**config.mk**
```make
export PLATFORM = sky130hd
export DESIGN_NAME = writeback_arbiter
export DESIGN_NICKNAME = d
export VERILOG_FILES = /design/src/rtl/writeback_arbiter_pkg.sv /design/src/rtl/writeback_fifo.sv /design/src/rtl/writeback_arbiter.sv
export SDC_FILE = /design/constraint.sdc
export NUM_CORES = 1
export LEC_CHECK = 0
export CAP_MARGIN = 20
export CORE_MARGIN = 2
export CORE_UTILIZATION = 45
export DETAILED_ROUTE_END_ITERATION = 8
export PLACE_DENSITY = 0.77
export SLEW_MARGIN = 20
export SYNTH_ARGS = -nofsm -noshare
export SYNTH_HDL_FRONTEND = slang
export SYNTH_SLANG_ARGS = --single-unit
```
**constraint.sdc**
```tcl
create_clock -name i_Clock -period 7.9 [get_ports i_Clock]
set_input_delay 1.185 -clock i_Clock [delete_from_list [all_inputs] [get_ports i_Clock]]
set_output_delay 1.185 -clock i_Clock [all_outputs]
set_load 0.005 [all_outputs]
```
**src/rtl/writeback_arbiter_pkg.sv**
```systemverilog
// writeback_arbiter_pkg
//  Shared types for the writeback arbiter slice: slot-select encodings,
//  starvation FSM states and default datapath widths.
package writeback_arbiter_pkg;

  localparam int unsigned XLEN_DEFAULT           = 32;
  localparam int unsigned REG_ADDR_WIDTH_DEFAULT = 5;
  localparam int unsigned STARVE_CNT_W           = 8;

  // Which source owns the register-file write slot this cycle.
  typedef enum logic [1:0] {
    WB_SEL_NONE = 2'd0,
    WB_SEL_PIPE = 2'd1,
    WB_SEL_FIFO = 2'd2
  } wb_sel_e;

  typedef enum logic {
    STARVE_RUN   = 1'b0,
    STARVE_STEAL = 1'b1
  } starve_state_e;

endpackage

```
**src/rtl/writeback_fifo.sv**
```systemverilog
// writeback_fifo
//  Small synchronous FIFO holding {rd, data} long-unit results.
//  Ports:
//   i_Clock, i_Reset_N   clock, async active-low reset (empties the FIFO)
//   i_Push, i_Push_Data  write an entry (ignored when full, even if popping)
//   i_Pop                retire the head entry (ignored when empty)
//   o_Full, o_Empty      occupancy flags
//   o_Head               current head entry
module writeback_fifo #(
  parameter int unsigned DEPTH = 2,
  parameter int unsigned WIDTH = 37
) (
  input  logic             i_Clock,
  input  logic             i_Reset_N,
  input  logic             i_Push,
  input  logic [WIDTH-1:0] i_Push_Data,
  input  logic             i_Pop,
  output logic             o_Full,
  output logic             o_Empty,
  output logic [WIDTH-1:0] o_Head
);

  localparam int unsigned PTR_W = $clog2(DEPTH);
  localparam int unsigned CNT_W = PTR_W + 1;

  logic [WIDTH-1:0] mem [DEPTH];
  logic [PTR_W-1:0] wr_ptr;
  logic [PTR_W-1:0] rd_ptr;
  logic [CNT_W-1:0] count;
  logic             do_push;
  logic             do_pop;

  assign o_Full  = (count == CNT_W'(DEPTH));
  assign o_Empty = (count == '0);
  assign o_Head  = mem[rd_ptr];
  assign do_push = i_Push && !o_Full;
  assign do_pop  = i_Pop && !o_Empty;

  // DEPTH is a power of two, so pointers wrap naturally.
  always_ff @(posedge i_Clock or negedge i_Reset_N) begin
    if (!i_Reset_N) begin
      wr_ptr <= '0;
      rd_ptr <= '0;
      count  <= '0;
    end else begin
      if (do_push) wr_ptr <= wr_ptr + 1'b1;
      if (do_pop)  rd_ptr <= rd_ptr + 1'b1;
      case ({do_push, do_pop})
        2'b10:   count <= count + 1'b1;
        2'b01:   count <= count - 1'b1;
        default: count <= count;
      endcase
    end
  end

  always_ff @(posedge i_Clock) begin
    if (do_push) mem[wr_ptr] <= i_Push_Data;
  end

endmodule

```
**src/rtl/writeback_arbiter.sv**
```systemverilog
// writeback_arbiter
//  Single-writer front end for the register-file write port. Pipeline results
//  have priority; long-latency results queue in writeback_fifo; a starvation
//  FSM steals one pipeline slot when the FIFO head has waited STARVE_LIMIT cycles.
//  Ports:
//   i_Clock, i_Reset_N               clock, async active-low reset
//   i_Enable                         low freezes all state, no write issued
//   i_Pipe_Valid/Reg_Write/Rd/Data   in-order pipeline result
//   o_Pipe_Stall                     slot stolen; upstream re-presents next cycle
//   i_Long_Valid/Rd/Data, o_Long_Ready  long-unit result handshake
//   o_Write_Enable/Addr/Data         registered register-file write
//   o_Long_Busy                      FIFO non-empty
//  Optional: define WRITEBACK_PERF_COUNTERS_EN to add o_Pipe_Write_Count,
//  o_Long_Write_Count and o_Steal_Count (32-bit, wrapping).
module writeback_arbiter
  import writeback_arbiter_pkg::*;
#(
  parameter int unsigned XLEN            = XLEN_DEFAULT,
  parameter int unsigned REG_ADDR_WIDTH  = REG_ADDR_WIDTH_DEFAULT,
  parameter int unsigned LONG_FIFO_DEPTH = 2,
  parameter int unsigned STARVE_LIMIT    = 8
) (
  input  logic                      i_Clock,
  input  logic                      i_Reset_N,
  input  logic                      i_Enable,
  input  logic                      i_Pipe_Valid,
  input  logic                      i_Pipe_Reg_Write,
  input  logic [REG_ADDR_WIDTH-1:0] i_Pipe_Rd,
  input  logic [XLEN-1:0]           i_Pipe_Data,
  output logic                      o_Pipe_Stall,
  input  logic                      i_Long_Valid,
  output logic                      o_Long_Ready,
  input  logic [REG_ADDR_WIDTH-1:0] i_Long_Rd,
  input  logic [XLEN-1:0]           i_Long_Data,
  output logic                      o_Write_Enable,
  output logic [REG_ADDR_WIDTH-1:0] o_Write_Addr,
  output logic [XLEN-1:0]           o_Write_Data,
  output logic                      o_Long_Busy
`ifdef WRITEBACK_PERF_COUNTERS_EN
  ,
  output logic [31:0]               o_Pipe_Write_Count,
  output logic [31:0]               o_Long_Write_Count,
  output logic [31:0]               o_Steal_Count
`endif
);

  localparam int unsigned ENTRY_W = REG_ADDR_WIDTH + XLEN;

  logic                      fifo_full;
  logic                      fifo_empty;
  logic [ENTRY_W-1:0]        fifo_head;
  logic [REG_ADDR_WIDTH-1:0] head_rd;
  logic [XLEN-1:0]           head_data;
  logic                      push;
  logic                      pop;
  logic                      pipe_write;
  wb_sel_e                   sel;
  starve_state_e             state, state_next;
  logic [STARVE_CNT_W-1:0]   starve_cnt, starve_cnt_next;

  assign {head_rd, head_data} = fifo_head;
  assign o_Pipe_Stall = (state == STARVE_STEAL);
  assign o_Long_Ready = !fifo_full;
  assign o_Long_Busy  = !fifo_empty;
  assign pipe_write   = i_Pipe_Valid && i_Pipe_Reg_Write && !o_Pipe_Stall;
  assign push         = i_Enable && i_Long_Valid && !fifo_full;
  assign pop          = i_Enable && (sel == WB_SEL_FIFO);

  writeback_fifo #(
    .DEPTH (LONG_FIFO_DEPTH),
    .WIDTH (ENTRY_W)
  ) u_fifo (
    .i_Clock     (i_Clock),
    .i_Reset_N   (i_Reset_N),
    .i_Push      (push),
    .i_Push_Data ({i_Long_Rd, i_Long_Data}),
    .i_Pop       (pop),
    .o_Full      (fifo_full),
    .o_Empty     (fifo_empty),
    .o_Head      (fifo_head)
  );

  always_comb begin
    sel = WB_SEL_NONE;
    if (o_Pipe_Stall && !fifo_empty) sel = WB_SEL_FIFO;
    else if (pipe_write)             sel = WB_SEL_PIPE;
    else if (!fifo_empty)            sel = WB_SEL_FIFO;
  end

  always_comb begin
    state_next      = state;
    starve_cnt_next = starve_cnt;
    if (i_Enable) begin
      if (state == STARVE_STEAL) begin
        state_next      = STARVE_RUN;
        starve_cnt_next = '0;
      end else if (fifo_empty || sel == WB_SEL_FIFO) begin
        starve_cnt_next = '0;
      end else if (starve_cnt == STARVE_CNT_W'(STARVE_LIMIT - 1)) begin
        state_next      = STARVE_STEAL;
        starve_cnt_next = '0;
      end else begin
        starve_cnt_next = starve_cnt + 1'b1;
      end
    end
  end

  always_ff @(posedge i_Clock or negedge i_Reset_N) begin
    if (!i_Reset_N) begin
      state      <= STARVE_RUN;
      starve_cnt <= '0;
    end else begin
      state      <= state_next;
      starve_cnt <= starve_cnt_next;
    end
  end

  // rd 0 still consumes its slot; only the write strobe is suppressed.
  always_ff @(posedge i_Clock or negedge i_Reset_N) begin
    if (!i_Reset_N) begin
      o_Write_Enable <= 1'b0;
      o_Write_Addr   <= '0;
      o_Write_Data   <= '0;
    end else if (!i_Enable) begin
      o_Write_Enable <= 1'b0;
    end else begin
      case (sel)
        WB_SEL_PIPE: begin
          o_Write_Enable <= |i_Pipe_Rd;
          o_Write_Addr   <= i_Pipe_Rd;
          o_Write_Data   <= i_Pipe_Data;
        end
        WB_SEL_FIFO: begin
          o_Write_Enable <= |head_rd;
          o_Write_Addr   <= head_rd;
          o_Write_Data   <= head_data;
        end
        default: o_Write_Enable <= 1'b0;
      endcase
    end
  end

`ifdef WRITEBACK_PERF_COUNTERS_EN
  always_ff @(posedge i_Clock or negedge i_Reset_N) begin
    if (!i_Reset_N) begin
      o_Pipe_Write_Count <= '0;
      o_Long_Write_Count <= '0;
      o_Steal_Count      <= '0;
    end else if (i_Enable) begin
      if (sel == WB_SEL_PIPE && |i_Pipe_Rd) o_Pipe_Write_Count <= o_Pipe_Write_Count + 1'b1;
      if (sel == WB_SEL_FIFO && |head_rd)   o_Long_Write_Count <= o_Long_Write_Count + 1'b1;
      if (o_Pipe_Stall)                     o_Steal_Count      <= o_Steal_Count + 1'b1;
    end
  end
`endif

endmodule

```
==> results of run 1 <==
## metrics by stage
stage / power [uW] / instances
floorplan: 1370 / 361
detailed placement: 1700 / 605
global placement: 1670 / 605
global route: 2710 / 639
finish: 2570 / 639
CTS: 2590 / 637
## where the power goes
part / leakage [uW] / internal, uW / switching [uW] / total, uW
Clock: 0.000329 / 607 / 280 / 887
Sequential: 0.00131 / 863 / 131 / 994
Combinational: 0.00131 / 405 / 288 / 693
Total: 0.00295 / 1880 / 699 / 2570
## routing by layer
| metal | vias to the layer above | wire [um] | track usage, % | share of wire (%) |
|---|---|---|---|---|
| li1 | 1598 | - | - | - |
| met4 | 0 | 101 | 8.08 | 0.96 |
| met2 | 72 | 5430 | 30.1 | 52 |
| met5 | - | 0 | 0 | 0 |
| met1 | 1633 | 4500 | 21.8 | 43 |
| met3 | 10 | 465 | 5.80 | 4.4 |
## cell families after synthesis
family                   Yosys count  synth area share (%)
buffers and inverters             27                  2.87
multiplexers                      42                  8.44
AND/OR/NAND/NOR                   70                  6.32
flip-flops                       125                  68.0
AO/OA/AOI/OAI                     86                  12.2
XOR/XNOR                           7                  1.19
adder cells (fa/ha/maj)            4                 0.973
## state kept, by name, summed over array words and instances (netlist names)
| name | cells |
|---|---|
| starve_cnt | 8 |
| u_fifo.count | 2 |
| o_Pipe_Stall | 1 |
| o_Write_Data | 32 |
| o_Write_Enable | 1 |
| u_fifo.wr_ptr | 1 |
| u_fifo.mem | 74 |
| o_Write_Addr | 5 |
| u_fifo.rd_ptr | 1 |
## critical path, stage by stage
cell and delay [ns]:
sky130_fd_sc_hd__clkdlybuf4s50_1 0.45, sky130_fd_sc_hd__nand3_1 0.14, sky130_fd_sc_hd__inv_1 0.11, sky130_fd_sc_hd__nor2_1 0.05
sky130_fd_sc_hd__ha_2 0.33, sky130_fd_sc_hd__nand2b_2 0.51, sky130_fd_sc_hd__buf_4 0.52, sky130_fd_sc_hd__a211oi_1 0.10
sky130_fd_sc_hd__a21o_1 0.20
## worst max path at each step
stage                            start          endpoint  slack, ns
after global routing      i_Pipe_Valid  o_Write_Data[23]       4.36
after global placement        i_Enable  u_fifo.mem[0][7]       4.11
after floorplan               i_Enable  u_fifo.mem[0][0]       4.42
after detailed placement      i_Enable  u_fifo.mem[1][1]       4.05
after CTS                     i_Enable  u_fifo.mem[1][7]       4.45
final                     i_Pipe_Valid  o_Write_Data[23]       4.56
## placed cells by master (no fill, tap or decap), types with 2 or more instances in the layout
cell	synthesis	routed
sky130_fd_sc_hd__edfxtp_1	74	74
sky130_fd_sc_hd__nand2_1	9	9
sky130_fd_sc_hd__clkinv_4	0	2
sky130_fd_sc_hd__nor2_4	0	2
sky130_fd_sc_hd__clkinvlp_4	0	3
sky130_fd_sc_hd__inv_1	4	4
sky130_fd_sc_hd__mux2i_1	37	37
sky130_fd_sc_hd__buf_4	2	3
sky130_fd_sc_hd__nand4_1	3	3
sky130_fd_sc_hd__a21oi_1	2	2
sky130_fd_sc_hd__clkdlybuf4s50_1	0	119
sky130_fd_sc_hd__a21o_1	32	32
sky130_fd_sc_hd__a211oi_1	32	32
sky130_fd_sc_hd__xnor2_1	3	3
sky130_fd_sc_hd__nand3_1	3	3
sky130_fd_sc_hd__dfrtp_1	51	50
sky130_fd_sc_hd__o21ai_0	4	4
sky130_fd_sc_hd__a22oi_1	3	3
sky130_fd_sc_hd__mux2_4	2	2
sky130_fd_sc_hd__bufinv_16	0	5
sky130_fd_sc_hd__xor2_1	4	4
sky130_fd_sc_hd__or3_1	4	4
sky130_fd_sc_hd__o21ai_1	6	6
sky130_fd_sc_hd__mux2_1	3	3
sky130_fd_sc_hd__ha_1	4	3
sky130_fd_sc_hd__clkbuf_16	0	19
sky130_fd_sc_hd__nor2_1	40	38
sky130_fd_sc_hd__buf_16	0	2
sky130_fd_sc_hd__nand2b_1	4	3
## Yosys cell counts, types with 2 or more instances
master,n,area [um^2]
sky130_fd_sc_hd__buf_4,2,15.0
sky130_fd_sc_hd__mux2i_1,37,370
sky130_fd_sc_hd__nand4_1,3,18.8
sky130_fd_sc_hd__nand3_1,3,15.0
sky130_fd_sc_hd__edfxtp_1,74,2220
sky130_fd_sc_hd__mux2_1,3,33.8
sky130_fd_sc_hd__nand2_1,9,33.8
sky130_fd_sc_hd__buf_8,2,30.0
sky130_fd_sc_hd__dfrtp_1,51,1280
sky130_fd_sc_hd__o21ai_1,6,30.0
sky130_fd_sc_hd__a21oi_1,2,10.0
sky130_fd_sc_hd__o21ai_0,4,20.0
sky130_fd_sc_hd__buf_2,7,35.0
sky130_fd_sc_hd__xnor2_1,3,26.3
sky130_fd_sc_hd__buf_1,2,7.51
sky130_fd_sc_hd__xor2_1,4,35.0
sky130_fd_sc_hd__inv_1,4,15.0
sky130_fd_sc_hd__clkbuf_1,8,30.0
sky130_fd_sc_hd__mux2_4,2,30.0
sky130_fd_sc_hd__or3_1,4,25.0
sky130_fd_sc_hd__nor2_1,40,150
sky130_fd_sc_hd__a22oi_1,3,22.5
sky130_fd_sc_hd__ha_1,4,50.1
sky130_fd_sc_hd__a21o_1,32,240
sky130_fd_sc_hd__a211oi_1,32,240
sky130_fd_sc_hd__nand2b_1,4,25.0
## cell type report
| type | count | area (um^2) |
|---|---|---|
| Timing Repair Buffer | 125 | 1270 |
| Fill cell | 855 | 4090 |
| Multi-Input combinational cell | 209 | 1520 |
| Clock inverter | 12 | 204 |
| Sequential cell | 125 | 3500 |
| Clock buffer | 20 | 489 |
| Inverter | 5 | 18.8 |
| Tap cell | 143 | 179 |
==> results by group, run 1 <==
Run status
  – Status: complete, no violations

CTS
  – Clock transition at path regs: 0.06 ns
  – Sink count of the clock tree: 125
  – Clock tree from TritonCTS: built
  – Clock Tree Root: sky130_fd_sc_hd__clkbuf_16
  – Latest clock arrival within the worst-skew pair: 0.41 ns
  – TritonCTS buffer count: 17
  – Number of H-tree levels: 4
  – Number of hold-repair buffers added at the cts stage: 0
  – Post-cts sizing count: 0
  – Clock Tree Buf Depth: 2
  – Setup bufs post-CTS: 0

Critical path
  – CP Max Fanout: 46
  – R2R Path End: o_Write_Data[23]
  – Worst Path Required: 8.19 ns
  – CP arrival: 3.63 ns
  – Type of destination of the critical path: flip-flop
  – Worst-case register-to-register setup slack: 5.27 ns
  – Startpoint kind of the worst setup timing path: input pin
  – R2r worst-path depth: 9
  – Origin of the critical flop-to-flop path: o_Pipe_Stall
  – Crit Path Category: in -> reg

Floorplanning
  – Site row count: 39
  – Area inside the core boundary: 11300 um^2
  – I/O pin count: 121
  – Overall die width: 111 um
  – Die height: 111 um
  – DIE AREA: 12300 um^2
  – Initial Util: 45.6%

Yosys
  – Sequential area share after synthesis: 68.0%
  – Mean post-synth cell area: 14.2 um^2
  – FFs w/ async S/R, synth: 40.8%
  – Post-synth net total: 445
  – Synthesized instance count: 361
  – Count of yosys warnings during synthesis: 0
  – Number of distinct standard cells referenced by the synthesized netlist: 42
  – Synth Flop Type: sky130_fd_sc_hd__edfxtp_1
  – Synthesized cell area: 5140 um^2
  – Seq cells post-synth: 125
  – Number of flops mapped to enable cells by yosys: 74

Drt
  – Count of unresolved DRC violations after routing: 0
  – Mean number of vias per cell: 5.18
  – Post-DRT Antenna Nets: 0
  – Per-cell routed wire length: 16.4 um
  – Detailed-router iteration count before antenna repair: 4
  – Total number of vias: 3313
  – Wire length after detailed routing: 10.5 mm
  – Violation count after the first detailed-routing iteration: 170

Timing
  – Rel. slew slack: 49.7%
  – Total negative setup slack: 0 ns
  – Setup Viol. Count Final: 0
  – RSZ-0062 raised after global routing: no
  – Slew at the pin closest to its max-slew limit: 0.755 ns
  – Max-slew violation count: 0
  – Maximum clock frequency: 299 MHz
  – Minimum setup slack in the final design: 4.56 ns
  – Final count of hold timing violations: 0
  – Setup skew after layout: 0.00825 ns
  – Crit path time final: 3.34 ns
  – Period utilisation layout: 42.3%
  – Minimum hold slack: 0.477 ns

Run
  – Number of maximum-capacitance violations: 0

Cells and area
  – Final design area excluding fillers: 7180 um^2
  – Number of diodes added for antenna fixing: 0
  – Fraction of layout cells with a size suffix above 1: 9.68%
  – Number of nets in the final layout: 567
  – Fraction of the core area covered by cells at the end of the flow: 63.7%
  – Area growth syn-to-layout: 39.7%

Place
  – Instance area at placement: 6430 um^2
  – Global placer's final weighted congestion: 0.761
  – I/O Buffers: 120
  – Sum of net half-perimeters after detailed placement: 6.77 mm
  – Worst setup slack after placement: 4.05 ns

Global route
  – Total congestion overflow: 0
  – Global-route wire length before repair: 17.3 mm
  – Vias in the first global route: 3579
  – GRT Total Usage: 18.2%
  – Antenna violations before repair: 0
  – Maximum number of pins on one net before global-route repair: 75

Worst hold path
  – Number of stages on the worst hold path: 1
  – Hold EP: o_Write_Data[25]
  – Path type of the worst min-delay path: reg -> reg
  – Source of the worst hold timing path: o_Write_Data[25]

Power
  – Power density over the cells: 358 nW/um^2
  – Max VDD drop: 0.000200 V
  – Cell leakage power: 0.00295 uW
No activity file was read; power rests on OpenSTA's default activity.
==> inputs of run 2 (changes only) <==
==> constraint.sdc (replaced) <==
create_clock -name i_Clock -period 3.1 [get_ports i_Clock]
set_input_delay 0.465 -clock i_Clock [delete_from_list [all_inputs] [get_ports i_Clock]]
set_output_delay 0.465 -clock i_Clock [all_outputs]
set_load 0.005 [all_outputs]
==> run 2 against run 1 <==
- hold slack got worse by 0.34 ns
- worst setup slack got worse by 3.6 ns
- global-route usage decreased by 0.22 points
- critical endpoint is now o_Long_Busy
- largest cell class unchanged
==> results by group, run 2 (synthesis gave the netlist of run 1 again) <==
Global route
  – Vias in the first global route: 3484 (was 3579)
  – Total congestion overflow: 0 (unchanged)
  – GR Util met1: 21.5% (was 21.8%)
  – GRT Total Usage: 17.9% (was 18.2%)
  – Global-route met2 utilization: 30.7% (was 30.1%)
  – Maximum number of pins on one net before global-route repair: 45 (was 75)
  – Global routing usage on met3: 5.90% (was 5.80%)
  – Antenna violations before repair: 0 (unchanged)
  – Global-route wire length before repair: 17.2 mm (was 17.3 mm)
  – Most used routing layer: met2 (unchanged)

Timing
  – Crit path time final: 2.14 ns
  – RSZ-0062 raised after global routing: no (unchanged)
  – Setup Viol. Count Final: 0 (unchanged)
  – Period utilisation layout: 69.0%
  – Maximum clock frequency: 468 MHz
  – Final count of hold timing violations: 0 (unchanged)
  – Setup skew after layout: 0.00622 ns (was 0.00825 ns)
  – Max-slew violation count: 0 (unchanged)
  – Slew at the pin closest to its max-slew limit: 0.781 ns (was 0.755 ns)
  – Rel. slew slack: 48.0% (was 49.7%)
  – Total negative setup slack: 0 ns (unchanged)

Cells and area
  – Number of diodes added for antenna fixing: 0 (unchanged)
  – Most used cells in the layout excluding fill and tap cells: sky130_fd_sc_hd__clkdlybuf4s50_1, sky130_fd_sc_hd__edfxtp_1, sky130_fd_sc_hd__dfrtp_1 (unchanged)
  – Top reg by flops: u_fifo.mem (unchanged)
  – Most frequent standard cell in the layout excluding fill and tap cells: sky130_fd_sc_hd__clkdlybuf4s50_1 (unchanged)
  – Biggest regs: u_fifo.mem (74), o_Write_Data (32), starve_cnt (8) (unchanged)
  – Flip-flop count of the largest register, all copies and words added: 74 (unchanged)
  – Layout fillers: 877 (was 855)
  – Area growth syn-to-layout: 37.3% (was 39.7%)
  – Number of nets in the final layout: 572 (was 567)
  – Fraction of layout cells with a size suffix above 1: 9.58% (was 9.68%)

Run status
  – Status: complete, no violations (unchanged)

CTS
  – Post-cts sizing count: 0 (unchanged)
  – Setup bufs post-CTS: 0 (unchanged)
  – Clock Tree Root: sky130_fd_sc_hd__clkbuf_16 (unchanged)
  – Number of hold-repair buffers added at the cts stage: 0 (unchanged)
  – Clock transition at path regs: 0.05 ns (was 0.06 ns)
  – Sink count of the clock tree: 125 (unchanged)
  – Number of H-tree levels: 4 (unchanged)
  – Clock tree from TritonCTS: built (unchanged)
  – Clock Tree Buf Depth: 2 (unchanged)
  – TritonCTS buffer count: 17 (unchanged)
  – Latest clock arrival within the worst-skew pair: 0.40 ns (was 0.41 ns)

Floorplanning
  – Area inside the core boundary: 11300 um^2 (unchanged)
  – Die height: 111 um (unchanged)
  – Overall die width: 111 um (unchanged)
  – Initial Util: 45.6% (unchanged)
  – Site row count: 39 (unchanged)
  – DIE AREA: 12300 um^2 (unchanged)
  – I/O pin count: 121 (unchanged)

Run
  – Number of maximum-capacitance violations: 0 (unchanged)

Critical path
  – CP Max Fanout: 5 (was 46)
  – Startpoint kind of the worst setup timing path: flip-flop (was input pin)
  – CP Cell Sequence: nor2_1 > inv_2 > clkdlybuf4s50_1 (was clkdlybuf4s50_1 > nand3_1 > inv_1 > nor2_1 > ha_2 > nand2b_2 > buf_4 > a211oi_1 > a21o_1)
  – Highest-delay cell along the critical path: sky130_fd_sc_hd__clkdlybuf4s50_1 (was sky130_fd_sc_hd__buf_4)
  – Max incr delay on CP: 0.46 ns (was 0.52 ns)
  – CP arrival: 1.67 ns (was 3.63 ns)
  – Worst path top cell family by delay: buffers and inverters (unchanged)
  – Worst Path Required: 2.63 ns (was 8.19 ns)
  – Crit Path Category: reg -> out (was in -> reg)
  – Type of destination of the critical path: primary output (was flip-flop)
  – Number of buffer and inverter stages on the critical path: 2 (was 3)

Drt
  – Detailed-router iteration count before antenna repair: 4 (unchanged)
  – Wire length after detailed routing: 10.5 mm (about the same)
  – Total number of vias: 3365 (was 3313)
  – Count of unresolved DRC violations after routing: 0 (unchanged)
  – Post-DRT Antenna Nets: 0 (unchanged)
  – Mean number of vias per cell: 5.23 (was 5.18)
  – Per-cell routed wire length: 16.4 um (about the same)
  – Violation count after the first detailed-routing iteration: 147 (was 170)

Power
  – Power consumption: 6150 uW (was 2570 uW)
  – Max VDD drop: 0.000444 V (was 0.000200 V)
  – Cell leakage power: 0.00291 uW (was 0.00295 uW)
  – Power density over the cells: 871 nW/um^2 (was 358 nW/um^2)

Place
  – I/O Buffers: 120 (unchanged)
  – Sum of net half-perimeters after detailed placement: 7.21 mm (was 6.77 mm)
  – Global placer's final weighted congestion: 0.795 (was 0.761)

Worst hold path
  – Path type of the worst min-delay path: in -> async (was reg -> reg)
## run 2: changes by cell type in the layout (fill, tap and decap cells not counted), sizes merged
| cell | before | now |
|---|---|---|
| inv | 6 | 5 |
| bufinv | 5 | 1 |
| clkinv | 3 | 6 |
| clkbuf | 20 | 24 |
| buf | 6 | 11 |
| clkinvlp | 3 | 1 |
## run 2: area by class of cell
class	instances	area (um^2)	share of cell area (%)
clock buffers	24	483	6.84
clock inverters	8	67.6	0.957
inverters	5	18.8	0.266
multi-input cells	209	1520	21.5
flip-flops and latches	125	3500	49.6
well taps	143	179	2.53
repair buffers	130	1300	18.4
## run 2: metal layers
layer / part of all wire, % / vias to the layer above
met3: 4.6 / 12
met1: 42 / 1660
met2: 52 / 88
li1: - / 1605
met4: 1.1 / 0
met5: 0 / -
## run 2: worst register-to-register path, cell delays in order, from the launching register on
cell and delay (ns):
sky130_fd_sc_hd__dfrtp_1 0.42, sky130_fd_sc_hd__inv_1 0.10, sky130_fd_sc_hd__nand3_1 0.12, sky130_fd_sc_hd__inv_1 0.10, sky130_fd_sc_hd__nor2_1 0.05, sky130_fd_sc_hd__ha_2 0.33, sky130_fd_sc_hd__nand2b_2 0.12, sky130_fd_sc_hd__buf_4 0.38
sky130_fd_sc_hd__a211oi_1 0.13, sky130_fd_sc_hd__a21o_1 0.19
## run 2: metrics by stage
stage / util [%] / worst slack (ns) / instances / area, um^2 / hold slack, ns
6_report: 62.6 / 0.961 / 644 / 7060 / 0.142
5_1_grt: 62.6 / 0.861 / 644 / 7060 / 0.181
4_1_cts: 62.6 / 0.951 / 644 / 7060 / 0.168
3_5_place_dp: 57.8 / 0.610 / 612 / 6510 / 0.466
3_3_place_gp: 57.8 / 0.737 / 612 / 6510 / 0.461
2_1_floorplan: - / 0.340 / 361 / 5140 / 0.169
## run 2: path summary, 6_finish.rpt
path                                  start               end  cells past startpoint  slack [ns]
max                         u_fifo.count[0]       o_Long_Busy                      3        0.96
max reg2reg                    o_Pipe_Stall  o_Write_Data[30]                      9        1.05
min                               i_Reset_N   o_Write_Addr[4]                      1        0.14
min in group i_Clock       o_Write_Data[29]  o_Write_Data[29]                      1        0.48
min reg2reg                o_Write_Data[29]  o_Write_Data[29]                      1        0.48
max in group asynchronous         i_Reset_N   o_Write_Data[6]                      2        2.16
## run 2: report_power, final
part           leakage (uW)  internal [uW]  switching (uW)
sequential          0.00131           2200             301
clock              0.000273           1160             657
combinational       0.00133           1050             784
==> inputs of run 3 (changes only) <==
==> constraint.sdc (replaced) <==
create_clock -name i_Clock -period 2.2 [get_ports i_Clock]
set_input_delay 0.33 -clock i_Clock [delete_from_list [all_inputs] [get_ports i_Clock]]
set_output_delay 0.33 -clock i_Clock [all_outputs]
set_load 0.005 [all_outputs]
==> run 3 against run 2 <==
- clock-buffer cell count decreased by 3
- first-iteration DRC count increased by 3.4%
- wire length increased by 4.6%
- non-clock buffer count increased by 3
- sequential cell count unchanged
- sequential share of layout area decreased by 1.3 points
- critical path type unchanged
- total power increased by 52%
- global-route usage increased by 1.1 points
- sequential power increased by 40%
- cell area increased by 2.7%
- worst setup slack got worse by 0.76 ns
- final cell count increased by 0.47%
==> results by group, run 3 (synthesis gave the netlist of run 1 again) <==
Global route
  – GRT Total Usage: 19.1% (was 17.9%)
  – Antenna violations before repair: 0 (unchanged)
  – Maximum number of pins on one net before global-route repair: 42 (was 45)
  – Total congestion overflow: 0 (unchanged)
  – Global-route wire length before repair: 18.3 mm (was 17.2 mm)
  – Vias in the first global route: 3641 (was 3484)

Critical path
  – Max incr delay on CP: 0.46 ns (about the same)
  – Worst-case register-to-register setup slack: 0.21 ns (was 1.05 ns)
  – Worst path top cell family by delay: buffers and inverters (unchanged)
  – R2r worst-path depth: 9 (unchanged)
  – Type of destination of the critical path: primary output (unchanged)
  – Highest-delay cell along the critical path: sky130_fd_sc_hd__clkdlybuf4s50_1 (unchanged)
  – Stages on the worst setup path: 3 (unchanged)
  – Startpoint kind of the worst setup timing path: flip-flop (unchanged)
  – Number of buffer and inverter stages on the critical path: 2 (unchanged)
  – R2R Path End: o_Write_Data[3] (was o_Write_Data[30])
  – CP Cell Sequence: nor2_1 > inv_2 > clkdlybuf4s50_1 (unchanged)
  – CP arrival: 1.67 ns (about the same)
  – Crit Path Category: reg -> out (unchanged)
  – Worst Path Required: 1.87 ns (was 2.63 ns)
  – CP Max Fanout: 5 (unchanged)
  – Origin of the critical flop-to-flop path: o_Pipe_Stall (unchanged)

Cells and area
  – Biggest regs: u_fifo.mem (74), o_Write_Data (32), starve_cnt (8) (unchanged)
  – Fraction of layout cells with a size suffix above 1: 10.7% (was 9.58%)
  – Final design area excluding fillers: 7260 um^2 (was 7060 um^2)
  – Area growth syn-to-layout: 41.1% (was 37.3%)
  – Fraction of the core area covered by cells at the end of the flow: 64.4% (was 62.6%)
  – Layout fillers: 795 (was 877)
  – Most used cells in the layout excluding fill and tap cells: sky130_fd_sc_hd__clkdlybuf4s50_1, sky130_fd_sc_hd__edfxtp_1, sky130_fd_sc_hd__dfrtp_1 (unchanged)
  – Number of nets in the final layout: 575 (was 572)
  – Area occupied by registers: 3500 um^2 (unchanged)
  – Top reg by flops: u_fifo.mem (unchanged)
  – Flip-flop count of the largest register, all copies and words added: 74 (unchanged)
  – Number of diodes added for antenna fixing: 0 (unchanged)
  – Most frequent standard cell in the layout excluding fill and tap cells: sky130_fd_sc_hd__clkdlybuf4s50_1 (unchanged)
  – Area of the multi-input gates: 1520 um^2 (unchanged)

Drt
  – Wire length after detailed routing: 11.0 mm (was 10.5 mm)
  – Mean number of vias per cell: 5.25 (was 5.23)
  – Post-DRT Antenna Nets: 0 (unchanged)
  – Detailed-router iteration count before antenna repair: 4 (unchanged)
  – Count of unresolved DRC violations after routing: 0 (unchanged)
  – Violation count after the first detailed-routing iteration: 152 (was 147)
  – Per-cell routed wire length: 17.0 um (was 16.4 um)
  – Total number of vias: 3398 (was 3365)

Timing
  – Maximum clock frequency: 501 MHz
  – Slew at the pin closest to its max-slew limit: 0.599 ns (was 0.781 ns)
  – RSZ-0062 raised after global routing: no (unchanged)
  – Rel. slew slack: 60.1% (was 48.0%)
  – Period utilisation layout: 90.8%
  – Setup Viol. Count Final: 0 (unchanged)
  – Setup skew after layout: 0.0111 ns (was 0.00622 ns)
  – Total negative setup slack: 0 ns (unchanged)
  – Max-slew violation count: 0 (unchanged)
  – Minimum hold slack: 0.473 ns (was 0.142 ns)
  – Crit path time final: 2.00 ns
  – Final count of hold timing violations: 0 (unchanged)

Worst hold path
  – Source of the worst hold timing path: o_Write_Data[18]
  – Hold EP: o_Write_Data[18]
  – Number of stages on the worst hold path: 1
  – Path type of the worst min-delay path: reg -> reg (was in -> async)

Place
  – Instance area at placement: 6560 um^2 (was 6510 um^2)
  – I/O Buffers: 120 (unchanged)
  – Sum of net half-perimeters after detailed placement: 7.47 mm (was 7.21 mm)
  – Global placer's final weighted congestion: 0.772 (was 0.795)

CTS
  – Clock Tree Buf Depth: 2 (unchanged)
  – Latest clock arrival within the worst-skew pair: 0.40 ns (about the same)
  – Clock tree from TritonCTS: built (unchanged)
  – TritonCTS buffer count: 17 (unchanged)
  – Post-cts sizing count: 0 (unchanged)
  – Setup bufs post-CTS: 0 (unchanged)
  – Clock Tree Root: sky130_fd_sc_hd__clkbuf_16 (unchanged)
  – Sink count of the clock tree: 125 (unchanged)
  – Number of H-tree levels: 4 (unchanged)
  – Clock transition at path regs: 0.05 ns (about the same)

Floorplanning
  – I/O pin count: 121 (unchanged)
  – Site row count: 39 (unchanged)
  – Initial Util: 45.6% (unchanged)
  – Overall die width: 111 um (unchanged)
  – DIE AREA: 12300 um^2 (unchanged)
  – Area inside the core boundary: 11300 um^2 (unchanged)
  – Die height: 111 um (unchanged)

Run status
  – Status: complete, no violations (unchanged)

Run
  – Number of maximum-capacitance violations: 0 (unchanged)

Power
  – Cell leakage power: 0.00301 uW (was 0.00291 uW)
  – Max VDD drop: 0.000763 V (was 0.000444 V)
  – Power density over the cells: 1290 nW/um^2 (was 871 nW/um^2)
run 3: cell count changes in the layout (fill, tap and decap cells not counted), sizes merged:
| cell | before | now |
|---|---|---|
| clkbuf | 24 | 21 |
| bufinv | 1 | 6 |
| dlygate4sd3 | 0 | 1 |
| buf | 11 | 13 |
| clkinv | 6 | 4 |
run 3: worst max-delay path by stage:
| stage | startpoint | end | slack, ns |
|---|---|---|---|
| 4_1_cts | o_Pipe_Stall | o_Write_Data[3] | 0.18 |
| 3_5_place_dp | i_Pipe_Reg_Write | o_Write_Data[17] | 0.002 |
| 6_report | u_fifo.count[0] | o_Long_Busy | 0.20 |
| 3_3_place_gp | i_Pipe_Valid | u_fifo.count[1] | 0.07 |
| 5_1_grt | o_Pipe_Stall | o_Write_Data[3] | 0.007 |
| 2_1_floorplan | u_fifo.count[0] | u_fifo.mem[0][0] | -0.51 |
run 3: layout make-up:
class                      count  share of cell area [%]
clock buffer                  21                    6.48
clock inverter                11                    2.91
inverter                       5                   0.259
multi-input combinational    209                    20.9
sequential                   125                    48.2
tap                          143                    2.47
timing repair buffer         133                    18.7
run 3: through the flow:
step	total power [uW]	setup slack (ns)	std cells
6_report	9350	0.202	647
5_1_grt	9830	0.00738	647
4_1_cts	9460	0.176	647
3_5_place_dp	6240	0.00176	614
3_3_place_gp	6140	0.0663	614
2_1_floorplan	4910	-0.509	361
run 3: power breakdown:
| group | internal [uW] | switching, uW | total [uW] |
|---|---|---|---|
| logic | 1540 | 1170 | 2700 |
| clock network | 2210 | 951 | 3160 |
| registers | 3100 | 389 | 3490 |
run 3: layer usage:
metal  part of all wire [%]  up-vias  global-route usage, %
met3                    4.5       12                   5.80
li1                       -     1619                      -
met1                     42     1675                   22.8
met5                      0        -                      0
met2                     52       92                   32.0
met4                    1.3        0                   8.25
run 3: repair_timing:
action,CTS,global route
hold endpoints to repair,20,0
hold buffers,1,0
setup endpoints to repair,0,0
run 3: worst register-to-register path: cells and delay by family (launching register included):
family | cells | cell delay (ns)
compound gates | 2 | 0.38
fa+ha+maj | 1 | 0.23
buf+inv | 3 | 0.51
flops | 1 | 0.42
simple gates | 3 | 0.40
